[config.mk]
export PLATFORM = sky130hd
export DESIGN_NAME = wave_reader_n
export DESIGN_NICKNAME = d
export VERILOG_FILES = /design/src/rtl/wave_reader_n.sv
export SDC_FILE = /design/constraint.sdc
export NUM_CORES = 1
export LEC_CHECK = 0
export BUFFER_PORTS_ARGS = -buffer_cell sky130_fd_sc_hd__clkbuf_2
export CAP_MARGIN = 20
export CORE_MARGIN = 4
export CORE_UTILIZATION = 45
export CTS_CLUSTER_DIAMETER = 30
export DETAILED_ROUTE_END_ITERATION = 10
export PLACE_DENSITY_LB_ADDON = 0.3
export SETUP_SLACK_MARGIN = 0.05
export SLEW_MARGIN = 20
export SYNTH_ARGS = -nofsm -noshare
export SYNTH_HDL_FRONTEND = slang
export SYNTH_SLANG_ARGS = --single-unit
[constraint.sdc]
create_clock -name clk -period 6.4 [get_ports clk]
set_clock_uncertainty 0.15 [all_clocks]
set_input_delay 0.64 -clock clk [delete_from_list [all_inputs] [get_ports clk]]
set_output_delay 0.64 -clock clk [all_outputs]
set_load 0.05 [all_outputs]
[src/rtl/wave_reader_n.sv]
// Multi-mode waveform reader: phase accumulator feeding a two-stage pipeline that
// addresses an external quarter-wave sine ROM and shapes sine/square/saw/triangle samples.
module wave_reader_n #(
   parameter int ACC_W    = 22,
   parameter int STEP_W   = 20,
   parameter int ADDR_W   = 10,
   parameter int SAMPLE_W = 16
)(
   input  logic                       clk,
   input  logic                       reset,
   input  logic [STEP_W-1:0]          step_size,
   input  logic                       generate_next,
   input  logic [1:0]                 mode,
   input  logic                       phase_clear,
   output logic [ADDR_W-1:0]          rom_addr,
   input  logic [SAMPLE_W-1:0]        rom_data,
   output logic signed [SAMPLE_W-1:0] sample,
   output logic                       sample_ready,
   output logic                       busy
);

   localparam logic [SAMPLE_W-1:0] LP_POS_FULL = {1'b0, {(SAMPLE_W-1){1'b1}}};
   localparam logic [SAMPLE_W-1:0] LP_NEG_FULL = {1'b1, {(SAMPLE_W-2){1'b0}}, 1'b1};

   logic [ACC_W-1:0]    r_acc;
   logic [ACC_W-1:0]    w_acc_nxt;
   logic [ACC_W-1:0]    w_step;
   logic [ACC_W-1:0]    r_p_p1;
   logic [1:0]          r_mode_p1;
   logic                r_vld_p1;
   logic [SAMPLE_W-1:0] r_t_p2;
   logic [1:0]          r_mode_p2;
   logic                r_vld_p2;
   logic                w_unused_p1;

   // Quadrants 01 and 11 run the quarter-wave table backwards.
   function automatic logic [ADDR_W-1:0] f_rom_addr(input logic [ACC_W-1:0] p);
      logic [ADDR_W-1:0] raw;
      raw = p[ACC_W-3 -: ADDR_W];
      return p[ACC_W-2] ? ~raw : raw;
   endfunction

   function automatic logic signed [SAMPLE_W-1:0] f_shape(
      input logic [SAMPLE_W-1:0] t,
      input logic [1:0]          m,
      input logic [SAMPLE_W-1:0] mag
   );
      logic [SAMPLE_W-2:0] f;
      logic [SAMPLE_W-1:0] res;
      f = t[SAMPLE_W-2:0] ^ {(SAMPLE_W-1){t[SAMPLE_W-1]}};
      case (m)
         2'b00:   res = t[SAMPLE_W-1] ? ({SAMPLE_W{1'b0}} - mag) : mag;
         2'b01:   res = t[SAMPLE_W-1] ? LP_NEG_FULL : LP_POS_FULL;
         2'b10:   res = {~t[SAMPLE_W-1], t[SAMPLE_W-2:0]};
         default: res = {~f[SAMPLE_W-2], f[SAMPLE_W-3:0], 1'b0};
      endcase
      return res;
   endfunction

   assign w_step = ACC_W'(step_size);

   always_comb begin
      w_acc_nxt = r_acc;
      if (phase_clear) begin
         w_acc_nxt = generate_next ? w_step : {ACC_W{1'b0}};
      end else if (generate_next) begin
         w_acc_nxt = r_acc + w_step;
      end
   end

   always_ff @(posedge clk or posedge reset) begin
      if (reset) begin
         r_acc <= '0;
      end else begin
         r_acc <= w_acc_nxt;
      end
   end

   // Stage 1: capture the post-increment phase; rom_addr is derived from it.
   always_ff @(posedge clk or posedge reset) begin
      if (reset) begin
         r_p_p1    <= '0;
         r_mode_p1 <= '0;
         r_vld_p1  <= 1'b0;
      end else begin
         r_vld_p1 <= generate_next;
         if (generate_next) begin
            r_p_p1    <= w_acc_nxt;
            r_mode_p1 <= mode;
         end
      end
   end

   assign rom_addr    = f_rom_addr(r_p_p1);
   assign w_unused_p1 = ^r_p_p1;

   // Stage 2: only the top SAMPLE_W phase bits matter for shaping.
   always_ff @(posedge clk or posedge reset) begin
      if (reset) begin
         r_t_p2    <= '0;
         r_mode_p2 <= '0;
         r_vld_p2  <= 1'b0;
      end else begin
         r_vld_p2 <= r_vld_p1;
         if (r_vld_p1) begin
            r_t_p2    <= r_p_p1[ACC_W-1 -: SAMPLE_W];
            r_mode_p2 <= r_mode_p1;
         end
      end
   end

   // Output stage: rom_data now reflects the stage-2 address.
   always_ff @(posedge clk or posedge reset) begin
      if (reset) begin
         sample       <= '0;
         sample_ready <= 1'b0;
      end else begin
         sample_ready <= r_vld_p2;
         if (r_vld_p2) begin
            sample <= f_shape(r_t_p2, r_mode_p2, rom_data);
         end
      end
   end

   assign busy = r_vld_p1 | r_vld_p2;

endmodule

# After elaboration in Yosys (flattened, before gate mapping)
# Index checks and enable logic that the tools add are counted.
# totals
inputBits	42
reg_bits	83
out_inout_bits	28
word_cells	26
# op_classes
n_reduce_logical	1
muxes	7
bitwise_logic	5
n_addsub	2
n_eq_ne	2
# ops
op	n
$pmux 16 s3	1
$mux 22	2
$mux 16	2
$add 22x20->22	1
$mux 20	1
$sub 1x16->16 const A	1
$xor 15x15->15	1
$mux 10	1
$not 10->10	1
$eq 2x1->1 const B	1
$eq 2x2->1 const B	1
$logic_not 2->1	1
$not 1->1	2
$or 1x1->1	1

# Logic depth before layout (Yosys ltp)
# depth
ltp_word	3
mapped_depth	9
ltp_nobuf	9

# Least setup slack after synthesis
# No wires, ideal clock.
# synth_timing
path_type	input -> register
startpoint	in step_size[0]
endpoint	reg r_p_p1[14]
t_required_ps	6124
stages	9
arrival_time_ps	2567
n_path_buf	0
setup_slack_ps	3557
setup_ps	126
path_cell_list	ha_1 > fa_1 > a21oi_1 > o21ai_2 > a21oi_1 > a31oi_1 > a41oi_1 > xnor2_1 > a221o_1
# synth_via
elab_chain_cells	3
# synth_rtl
item	line_no	source
start, declared	11	input logic [STEP_W-1:0] step_size,
$add 22x20->22	67	w_acc_nxt = r_acc + w_step;
$mux 22	66	end else if (generate_next) begin
$mux 22	64	if (phase_clear) begin
end signal, assigned	88	r_p_p1 <= w_acc_nxt;
end, declared	28	logic [ACC_W-1:0] r_p_p1;
# Every way passes these cells.
# A chain may end at the register's enable or synchronous reset.

# Worst setup path after layout
# layout_timing
startpoint	in generate_next
endpoint	reg r_p_p1[18]
# layout_via
elab_chain_cells	2
elab_cells_between_ends	3
classes_between	mux: 3
# layout_rtl
item	line_no	source
start, declared	12	input logic generate_next,
$mux 22 / $mux 20 (equally long branches)	66, 65	
$mux 22	64	
# Parallel ways exist; a longest one is shown, timed or not.

==> impl_table.tex <==
\begin{tabular}{lr}
\hline
Metric & Value \\
\hline
\multicolumn{2}{l}{\textbf{Placed design}} \\
\quad Buffers on Ports & 69 \\
\quad Half-perimeter wire length after detailed placement & 9100 µm \\
\quad Placer Congestion & 0.8455 \\
\multicolumn{2}{l}{\textbf{Critical path}} \\
\quad Cells on worst reg2reg path & 9 \\
\quad Worst setup path class & in -> reg \\
\quad Setup crit start kind & input pin \\
\quad Worst EP arrival & 3110 ps \\
\quad Crit Path Max Fanout & 25 \\
\quad Data required time at the worst endpoint & 6520 ps \\
\quad Crit end category & flop \\
\multicolumn{2}{l}{\textbf{Logic synthesis}} \\
\quad Synth top area cells & sky130\_fd\_sc\_hd\_\_dfrtp\_1 39\%, sky130\_fd\_sc\_hd\_\_a21oi\_1 5.3\%, sky130\_fd\_sc\_hd\_\_ha\_1 5.3\% \\
\quad Proportion of register bits with asynchronous set or reset after synthesis & 1.000 \\
\quad Area of the mapped netlist & 4971 µm² \\
\quad Flop and latch count out of synthesis & 77 \\
\quad Total number of yosys warnings & 0 \\
\quad Post-synth top area cell & sky130\_fd\_sc\_hd\_\_dfrtp\_1 \\
\quad Syn\_area\_per\_cell & 8.752 µm² \\
\quad Count of mapped cells out of synthesis & 568 \\
\quad Count of flip-flops with a built-in enable after synthesis & 0 \\
\quad Most frequently used cell type in the post-synthesis netlist & sky130\_fd\_sc\_hd\_\_dfrtp\_1 \\
\quad Share of synthesized area occupied by flip-flops and latches & 0.3876 \\
\quad Mapped Nets & 632 \\
\quad Fraction of synthesized cell area taken by the top area cell type & 0.3876 \\
\quad Most instantiated cells after synthesis & 77 x sky130\_fd\_sc\_hd\_\_dfrtp\_1, 56 x sky130\_fd\_sc\_hd\_\_nor2\_1, 55 x sky130\_fd\_sc\_hd\_\_nand2\_1 \\
\quad Main flop type after synthesis & sky130\_fd\_sc\_hd\_\_dfrtp\_1 \\
\quad Unique cell type count in the Yosys netlist & 61 \\
\multicolumn{2}{l}{\textbf{Final layout}} \\
\quad Fraction of final layout cells sized beyond drive strength 1 & 0.1932 \\
\quad Diode count & 0 \\
\quad Number of nets in the finished design & 680 \\
\quad Layout area overhead & 13.06\% \\
\quad Final core utilization & 0.5185 \\
\multicolumn{2}{l}{\textbf{GRT}} \\
\quad Antenna violations before repair & 0 \\
\quad Overall global routing resource usage & 0.1941 \\
\quad Overflow left after global routing & 0 \\
\quad Via count of the first global-routing pass & 4,081 \\
\quad Maximum number of pins on one net before global-route repair & 78 \\
\quad Wire length of the first global-routing pass & 20,230 µm \\
\multicolumn{2}{l}{\textbf{Timing}} \\
\quad Max Clk Rate & 0.3344 GHz \\
\quad Setup tns final & 0 ps \\
\quad Setup repair after global routing missed its margin & no \\
\quad Count of endpoints failing setup in the final report & 0 \\
\quad Final slew viol count & 0 \\
\quad Final hold violation count & 0 \\
\quad Actual slew at the worst max-slew pin & 952.9 ps \\
\quad Period utilisation layout & 0.4673 \\
\quad Post-layout min period & 2991 ps \\
\quad Worst slew margin relative to its limit & 0.3648 \\
\multicolumn{2}{l}{\textbf{Min path}} \\
\quad Hold crit path type & reg -> reg \\
\quad Worst Hold Depth & 2 \\
\multicolumn{2}{l}{\textbf{Route}} \\
\quad ANT nets after route & 0 \\
\quad Via Count & 4,256 \\
\quad Final Routed Wirelength & 12,360 µm \\
\quad Per-cell via count in the routed design & 5.593 \\
\quad Number of detailed-route iterations in the first pass & 7 \\
\quad Count of unresolved DRC violations after routing & 0 \\
\quad Iteration-0 DRC count of the detailed router & 308 \\
\quad Routed length per instance & 16.25 µm \\
\multicolumn{2}{l}{\textbf{Clocking}} \\
\quad Setup Fix Bufs, Post-CTS & 0 \\
\quad Clk Latency, worst-skew pair & 350 ps \\
\quad Clock slew seen by the registers of the worst setup and hold paths & 80 ps \\
\quad Number of buffers added to fix hold violations after cts & 0 \\
\quad TritonCTS Sinks & 77 \\
\quad CTS Buffer Depth & 2 \\
\quad CTS tree & yes \\
\quad Post-CTS Resized & 0 \\
\quad Number of levels the H-tree was split into & 3 \\
\quad Buffer type at the clock tree root & sky130\_fd\_sc\_hd\_\_clkbuf\_8 \\
\quad Num CTS Buffers & 9 \\
\multicolumn{2}{l}{\textbf{Floorplan}} \\
\quad Number of placement rows & 38 \\
\quad Floorplan die area & 12,790 µm² \\
\quad Placeable core region & 10,840 µm² \\
\quad Die outline width & 113.1 µm \\
\quad Starting density of the core & 0.4586 \\
\quad Boundary Pins & 70 \\
\quad Vertical extent of the die & 113.1 µm \\
\multicolumn{2}{l}{\textbf{Status}} \\
\quad Outcome & complete, no violations \\
\multicolumn{2}{l}{\textbf{Run}} \\
\quad Maximum Capacitance Violations & 0 \\
\multicolumn{2}{l}{\textbf{Pwr}} \\
\quad Leakage power of the design & 0.002550 µW \\
\quad VDD IR-drop max & 0.0001426 V \\
\quad Pwr/cell area & 346.2 nW/µm² \\
\hline
\end{tabular}
-- layer usage --
| metal | routed length, µm | vias up | global-route usage | part of all wire |
|---|---|---|---|---|
| li1 | - | 2137 | - | - |
| met1 | 6016 | 2004 | 0.2750 | 0.49 |
| met2 | 5699 | 106 | 0.3124 | 0.46 |
| met3 | 545 | 9 | 0.03583 | 0.044 |
| met4 | 104 | 0 | 0.04087 | 0.0084 |
| met5 | 0 | - | 0 | 0 |
-- per-stage QoR --
step | instance area (µm²) | hold WS [ps] | power (µW) | instances | setup slack, ps
6_report | 5620 | 337.7 | 1946 | 761 | 3409
5_1_grt | 5620 | 375.1 | 2065 | 761 | 3194
4_1_cts | 5612 | 345.5 | 1950 | 760 | 3409
3_5_place_dp | 5373 | 319.9 | 1509 | 744 | 3029
3_3_place_gp | 5373 | 321.0 | 1497 | 744 | 3172
2_1_floorplan | 4971 | 241.5 | 1312 | 568 | 3557
-- cell type report --
type                    instances  area [µm²]
well taps                     140       175.2
clock inverters                 6       111.4
clock buffers                  10       127.6
multi-input cells             436        2835
repair buffers                 72       367.9
inverters                      20       75.07
flip-flops and latches         77        1928
fillers                      1041        5220
-- critical path, stage by stage --
cell,delay [ps]
sky130_fd_sc_hd__clkbuf_2,350
sky130_fd_sc_hd__clkinv_1,690
sky130_fd_sc_hd__nor2_1,910
sky130_fd_sc_hd__a21oi_1,150
sky130_fd_sc_hd__o31ai_1,90
sky130_fd_sc_hd__o21ba_2,190
sky130_fd_sc_hd__o21ai_0,70
-- layout by cell type (no fill, tap or decap), types with 8 or more instances in the layout --
master,n
sky130_fd_sc_hd__clkbuf_2,69
sky130_fd_sc_hd__inv_1,17
sky130_fd_sc_hd__xnor2_1,22
sky130_fd_sc_hd__o21ai_0,48
sky130_fd_sc_hd__nor2_1,56
sky130_fd_sc_hd__nand2_1,55
sky130_fd_sc_hd__a21oi_1,53
sky130_fd_sc_hd__clkbuf_8,9
sky130_fd_sc_hd__dfrtp_1,76
sky130_fd_sc_hd__ha_1,21
sky130_fd_sc_hd__o211ai_1,8
sky130_fd_sc_hd__xor2_1,20
sky130_fd_sc_hd__nand3_1,19
sky130_fd_sc_hd__a221o_1,10
sky130_fd_sc_hd__mux2_2,18
-- flip-flops by register name, summed over array words and instances, names as in the netlist, 2 cells and up, named ones only --
name,cells
r_acc,16
r_mode_p1,2
sample,16
r_p_p1,16
r_mode_p2,2
r_t_p2,16
-- final timing paths --
path                                from           end  slack, ps
max reg2reg                         flop    r_p_p1[14]       3530
min in group asynchronous          reset     sample[4]        410
min                         r_mode_p1[1]  r_mode_p2[1]        340
min reg2reg                 r_mode_p1[1]  r_mode_p2[1]        340
max in group asynchronous          reset  r_mode_p2[0]       5050
max                        generate_next    r_p_p1[18]       3410
-- power by group --
group | internal [µW] | switching [µW]
logic | 280 | 529
clock network | 259 | 181
registers | 589 | 107
-- cells by family (layout without fill, tap and decap cells) --
kind of cell | Yosys count | after routing | synth area share
AO/OA/AOI/OAI | 184 | 184 | 0.2389
XOR/XNOR | 42 | 42 | 0.07400
adder cells (fa/ha/maj) | 22 | 22 | 0.05688
buffers and inverters | 55 | 108 | 0.04203
flip-flops | 77 | 77 | 0.3876
multiplexers | 25 | 25 | 0.05487
AND/OR/NAND/NOR | 163 | 163 | 0.1457
(Power assumes the default switching activity.)
